### config.mk
export PLATFORM = sky130hd
export DESIGN_NAME = multi_frame_overlay
export DESIGN_NICKNAME = d
export VERILOG_FILES = /design/src/rtl/multi_frame_overlay.sv
export SDC_FILE = /design/constraint.sdc
export NUM_CORES = 1
export LEC_CHECK = 0
export BUFFER_PORTS_ARGS = -buffer_cell sky130_fd_sc_hd__buf_2
export CORE_AREA = 2 2 313 315
export CTS_CLUSTER_DIAMETER = 200
export CTS_CLUSTER_SIZE = 24
export DETAILED_ROUTE_END_ITERATION = 8
export DIE_AREA = 0 0 315 317
export GPL_TIMING_DRIVEN = 0
export SYNTH_ARGS = -nofsm -noshare
export SYNTH_HDL_FRONTEND = slang
export SYNTH_SLANG_ARGS = --single-unit
### constraint.sdc
create_clock -name clk_in -period 12.9 [get_ports clk_in]
set_input_delay 3.225 -clock clk_in [delete_from_list [all_inputs] [get_ports clk_in]]
set_output_delay 3.225 -clock clk_in [all_outputs]
set_load 0.02 [all_outputs]
### src/rtl/multi_frame_overlay.sv
// Multi-rectangle overlay sprite: NUM_RECT double-buffered rectangles (filled, outline or
// blinking outline), priority-merged through a two-stage pipeline into one RGB444 pixel.
module multi_frame_overlay #(
  parameter int NUM_RECT     = 4,
  parameter int BORDER       = 2,
  parameter int BLINK_FRAMES = 30
) (
  input  logic                   clk_in,
  input  logic                   rst_in,
  input  logic [10:0]            hcount_in,
  input  logic [9:0]             vcount_in,
  input  logic [11*NUM_RECT-1:0] x_in,
  input  logic [10*NUM_RECT-1:0] y_in,
  input  logic [11*NUM_RECT-1:0] width_in,
  input  logic [10*NUM_RECT-1:0] height_in,
  input  logic [2*NUM_RECT-1:0]  mode_in,
  input  logic [12*NUM_RECT-1:0] color_in,
  input  logic                   update_in,
  output logic [11:0]            pixel_out,
  output logic                   in_sprite,
  output logic [2:0]             hit_idx
);

  localparam logic [1:0]  MODE_FILL    = 2'd1;
  localparam logic [1:0]  MODE_OUTLINE = 2'd2;
  localparam logic [1:0]  MODE_BLINK   = 2'd3;
  localparam logic [11:0] B12          = 12'(BORDER);
  localparam logic [11:0] TWO_B        = 12'(2 * BORDER);
  localparam int          CNT_W        = (BLINK_FRAMES > 1) ? $clog2(BLINK_FRAMES) : 1;

  logic [10:0] r_sh_x  [NUM_RECT];
  logic [9:0]  r_sh_y  [NUM_RECT];
  logic [10:0] r_sh_w  [NUM_RECT];
  logic [9:0]  r_sh_hg [NUM_RECT];
  logic [1:0]  r_sh_mode [NUM_RECT];
  logic [11:0] r_sh_color [NUM_RECT];
  logic [10:0] r_act_x  [NUM_RECT];
  logic [9:0]  r_act_y  [NUM_RECT];
  logic [10:0] r_act_w  [NUM_RECT];
  logic [9:0]  r_act_hg [NUM_RECT];
  logic [1:0]  r_act_mode [NUM_RECT];
  logic [11:0] r_act_color [NUM_RECT];

  logic [CNT_W-1:0]    r_frame_cnt;
  logic                r_blink_on;
  logic [NUM_RECT-1:0] r_s1_hit;
  logic [11:0]         r_s1_color [NUM_RECT];

  logic                w_frame_start;
  logic [11:0]         w_h, w_v;
  logic [NUM_RECT-1:0] w_hit;
  logic [11:0]         w_pix;
  logic [2:0]          w_idx;

  assign w_frame_start = (hcount_in == 11'd0) && (vcount_in == 10'd0);
  assign w_h           = {1'b0, hcount_in};
  assign w_v           = {2'b0, vcount_in};

  // Shadow set follows update_in; the active set only changes on frame_start, with a
  // same-cycle update bypassing the shadow so it lands in this frame.
  always_ff @(posedge clk_in) begin
    if (rst_in) begin
      // NOTE: the register arrays are small config stores, not RAM, so they are reset
      // explicitly; a frame after reset must never draw stale geometry.
      for (int i = 0; i < NUM_RECT; i++) begin
        r_sh_x[i]      <= '0;
        r_sh_y[i]      <= '0;
        r_sh_w[i]      <= '0;
        r_sh_hg[i]     <= '0;
        r_sh_mode[i]   <= '0;
        r_sh_color[i]  <= '0;
        r_act_x[i]     <= '0;
        r_act_y[i]     <= '0;
        r_act_w[i]     <= '0;
        r_act_hg[i]    <= '0;
        r_act_mode[i]  <= '0;
        r_act_color[i] <= '0;
      end
    end else begin
      for (int i = 0; i < NUM_RECT; i++) begin
        if (update_in) begin
          r_sh_x[i]     <= x_in[11*i +: 11];
          r_sh_y[i]     <= y_in[10*i +: 10];
          r_sh_w[i]     <= width_in[11*i +: 11];
          r_sh_hg[i]    <= height_in[10*i +: 10];
          r_sh_mode[i]  <= mode_in[2*i +: 2];
          r_sh_color[i] <= color_in[12*i +: 12];
        end
        if (w_frame_start) begin
          r_act_x[i]     <= update_in ? x_in[11*i +: 11]      : r_sh_x[i];
          r_act_y[i]     <= update_in ? y_in[10*i +: 10]      : r_sh_y[i];
          r_act_w[i]     <= update_in ? width_in[11*i +: 11]  : r_sh_w[i];
          r_act_hg[i]    <= update_in ? height_in[10*i +: 10] : r_sh_hg[i];
          r_act_mode[i]  <= update_in ? mode_in[2*i +: 2]     : r_sh_mode[i];
          r_act_color[i] <= update_in ? color_in[12*i +: 12]  : r_sh_color[i];
        end
      end
    end
  end

  always_ff @(posedge clk_in) begin
    if (rst_in) begin
      r_frame_cnt <= '0;
      r_blink_on  <= 1'b1;
    end else if (w_frame_start) begin
      if (r_frame_cnt == CNT_W'(BLINK_FRAMES - 1)) begin
        r_frame_cnt <= '0;
        r_blink_on  <= ~r_blink_on;
      end else begin
        r_frame_cnt <= r_frame_cnt + 1'b1;
      end
    end
  end

  // All bounds are widened to 12 bits so x+w and y+hgt never wrap.
  for (genvar g = 0; g < NUM_RECT; g++) begin : g_hit
    logic [11:0] w_left, w_right, w_top, w_bot;
    logic        w_thin, w_outer, w_inner, w_ring;
    assign w_left  = {1'b0, r_act_x[g]};
    assign w_right = w_left + {1'b0, r_act_w[g]};
    assign w_top   = {2'b0, r_act_y[g]};
    assign w_bot   = w_top + {2'b0, r_act_hg[g]};
    assign w_thin  = ({1'b0, r_act_w[g]} <= TWO_B) || ({2'b0, r_act_hg[g]} <= TWO_B);
    assign w_outer = (w_h >= w_left) && (w_h < w_right) && (w_v >= w_top) && (w_v < w_bot);
    assign w_inner = !w_thin && (w_h >= w_left + B12) && (w_h < w_right - B12)
                     && (w_v >= w_top + B12) && (w_v < w_bot - B12);
    assign w_ring  = w_outer && !w_inner;
    assign w_hit[g] = (r_act_mode[g] == MODE_FILL)    ? w_outer :
                      (r_act_mode[g] == MODE_OUTLINE) ? w_ring  :
                      (r_act_mode[g] == MODE_BLINK)   ? (w_ring && r_blink_on) : 1'b0;
  end

  // Colours travel with the hit flags so pixel (0,0) keeps the colour of the set it was
  // tested against, even though the active set swaps on that same edge.
  always_ff @(posedge clk_in) begin
    if (rst_in) begin
      r_s1_hit <= '0;
      for (int i = 0; i < NUM_RECT; i++) r_s1_color[i] <= '0;
    end else begin
      r_s1_hit <= w_hit;
      for (int i = 0; i < NUM_RECT; i++) r_s1_color[i] <= r_act_color[i];
    end
  end

  always_comb begin
    w_pix = '0;
    w_idx = '0;
    // NOTE: blocking assignments in a descending loop let the lowest index overwrite last,
    // and the defaults above keep this purely combinational.
    for (int i = NUM_RECT - 1; i >= 0; i--) begin
      if (r_s1_hit[i]) begin
        w_pix = r_s1_color[i];
        w_idx = 3'(i);
      end
    end
  end

  always_ff @(posedge clk_in) begin
    if (rst_in) begin
      pixel_out <= '0;
      in_sprite <= 1'b0;
      hit_idx   <= '0;
    end else begin
      pixel_out <= w_pix;
      in_sprite <= |r_s1_hit;
      hit_idx   <= w_idx;
    end
  end

endmodule

==> reports/results.ini <==
[clock_tree]
cts_tree=done
cts_buffers=25
cts_resized=0
cts_setup_buffers=0
clk_latency_ns=0.64
cts_hold_buf=0
htree_levels=1
cts_root_buf=clkbuf_16
clock_sinks=521
clock_path_buffers=3
clkTransAtPathRegs_ns=0.10

[pwr]
ir_drop_mv=0.0967
p_per_area_nw_per_um2=92.4
p_total_mw=3.45
p_leak_nw=15.5

[sta]
slew_headroom_pct=13.8
maxSlewViolCount=0
fin_crit_sh_pct=50.6
skew_ns=0.0280
tightest_slew_ns=1.26
fmax_mhz=153
grt_setup_unrepaired=false
period_minus_slack_ns=6.52
setup_viol=0
fin_setup_tns_ns=0
finalHoldViolCount=0

[global_routing]
grt_pass1_vias=23700
grt_max_degree=66
grt_pass1_wl_um=142000
antenna_found_initial=26
grtUsageTotal_pct=18.6
grt-ovfl-total=0

[setup_path]
end_kind=flip-flop
critPathKind=primary input to flip-flop
cp-start-kind=primary input
path_max_fanout=65
worst_ep_arrival_time_ns=6.80
worstPathRequired_ns=13.18

[detailed_routing]
wl_per_cell_um=20.1
vias=24300
drt_first_pass_iters=5
wirelength_um=95500
viasPerCell=5.11
ant_nets=0
drc=0
drt_iter0_drc=1521

[placed_design]
dp_hpwl_um=73300
placed_area_sq_um=36600
io_buffer_count=261
routabilityCongestion=0.889

[die]
fp.dieH_um=317
fp.dieArea_sq_um=99900
fp.dieW_um=315
pin_count=264
start_util_pct=34.9
rows=114
core-area_sq_um=96300

[cells_and_area]
finish.utilization_pct=38.8
area_growth_pct=11.3
fin_nets=4122
drive_above_1_share_pct=9.54
mostFrequentLayoutCells=412 x edfxtp_1, 406 x ha_1, 349 x nor2_1
layout_commonest_cell=edfxtp_1
final_cell_area_sq_um=37400

[yosys]
synth_warnings=0
synth-seq-cells=521
synth-seq-area-share_pct=43.4
synth_top_flop_cell=edfxtp_1
avgSynthCellArea_sq_um=10.6
syn-cell-area_sq_um=33600
syn-num-nets=3828
netlist_instances=3166
synth_cell_type_count=88
synth_edf_count=412
async_flop_share_pct=0

[status]
outcome=completed

[min_path]
hold_path_class=flip-flop to flip-flop

[run]
maxCapViolCount=0

==> worst paths after layout <==
check                             startpoint                             to  slack, ns  cells after the start
min          r_act_color[3][1]$_SDFFCE_PN0P_    r_s1_color[3][1]$_SDFF_PP0_       0.46                      1
min reg2reg  r_act_color[3][1]$_SDFFCE_PN0P_    r_s1_color[3][1]$_SDFF_PP0_       0.46                      1
max reg2reg      r_act_x[0][0]$_SDFFCE_PN0P_         r_s1_hit[0]$_SDFF_PP0_       8.20                     15
max                             vcount_in[8]  r_act_hg[0][26]$_SDFFCE_PN0P_       6.38                      9
==> per-stage QoR <==
step                      hold WS (ns)  instances  setup WS (ns)
after floorplan                  0.429       3166           5.29
after global placement           0.432       4703           2.45
after detailed placement         0.440       4709           5.76
after CTS                        0.464       4755           6.39
after global routing             0.478       4759           6.12
final                            0.460       4762           6.38
==> power by group <==
| group | internal [mW] | switching, mW |
|---|---|---|
| clock | 0.375 | 0.560 |
| sequential | 1.89 | 0.0329 |
| combinational | 0.251 | 0.349 |
==> cells in the mapped netlist, drive strengths merged, types with 13 or more instances <==
cell type / n / area [sq um]
edfxtp: 412 / 12400
ha: 406 / 5080
nor2: 349 / 1310
and2: 233 / 1460
mux2i: 227 / 2270
a21oi: 145 / 733
inv: 145 / 544
xnor2: 128 / 1130
dfxtp: 109 / 2180
clkbuf: 92 / 345
o21ai: 92 / 460
nand3: 88 / 440
nor2b: 85 / 539
nand2: 75 / 282
a211oi: 55 / 413
a21o: 54 / 405
nor3: 52 / 260
xor2: 43 / 377
o21a: 32 / 240
nand2b: 27 / 169
nor4: 26 / 169
nand4: 21 / 131
and3: 20 / 128
a31oi: 19 / 119
o211ai: 16 / 120
a22oi: 15 / 113
o2111ai: 15 / 131
o31ai: 14 / 105
or3: 13 / 81.3
==> final cells by class <==
cell class	instances	area, sq um
fill	9500	58900
multi-input combinational	2397	18100
sequential	521	14600
tap	1276	1600
timing repair buffer	267	1460
clock buffer	44	697
inverter	145	544
buffer	103	390
clock inverter	2	28.8
antenna	7	17.5
==> per-layer routing <==
| layer | wire length, um | global-route usage (%) | vias to the layer above |
|---|---|---|---|
| li1 | - | - | 12100 |
| met1 | 43800 | 25.2 | 11600 |
| met2 | 44500 | 31.2 | 506 |
| met3 | 4890 | 2.71 | 112 |
| met4 | 2260 | 4.70 | 22 |
| met5 | 119 | 0 | - |
==> critical path, stage by stage <==
cell and delay [ns]:
buf_2 0.30, nor4_1 0.38, nand2_1 0.11, nor3_1 0.40, clkbuf_1 0.55, clkbuf_1 0.47, or2_4 0.60, buf_16 0.32
buf_16 0.30
==> registers in the layout (all words and copies together) (netlist names), 8 cells and up <==
name and count:
pixel_out 12, r_act_color 48, r_act_hg 40, r_act_mode 8
r_act_w 44, r_act_x 44, r_act_y 40, r_s1_color 48
r_sh_color 48, r_sh_hg 40, r_sh_mode 8, r_sh_w 44
r_sh_x 44, r_sh_y 40
==> cells by family (layout without fill, tap and decap cells) <==
| family | count (synthesis) | count (layout) | synth area share [%] |
|---|---|---|---|
| xor gates and xnor gates | 171 | 171 | 4.48 |
| adders and majority gates | 421 | 421 | 15.8 |
| and+or+nand+nor | 1035 | 1035 | 15.9 |
| DFF | 521 | 521 | 43.4 |
| other | 1 | 8 | 0.0112 |
| buffers and inverters | 248 | 561 | 2.78 |
| AOI/OAI and AO/OA | 541 | 541 | 10.8 |
| muxes | 228 | 228 | 6.80 |
Power figures use the tool's default switching activity.
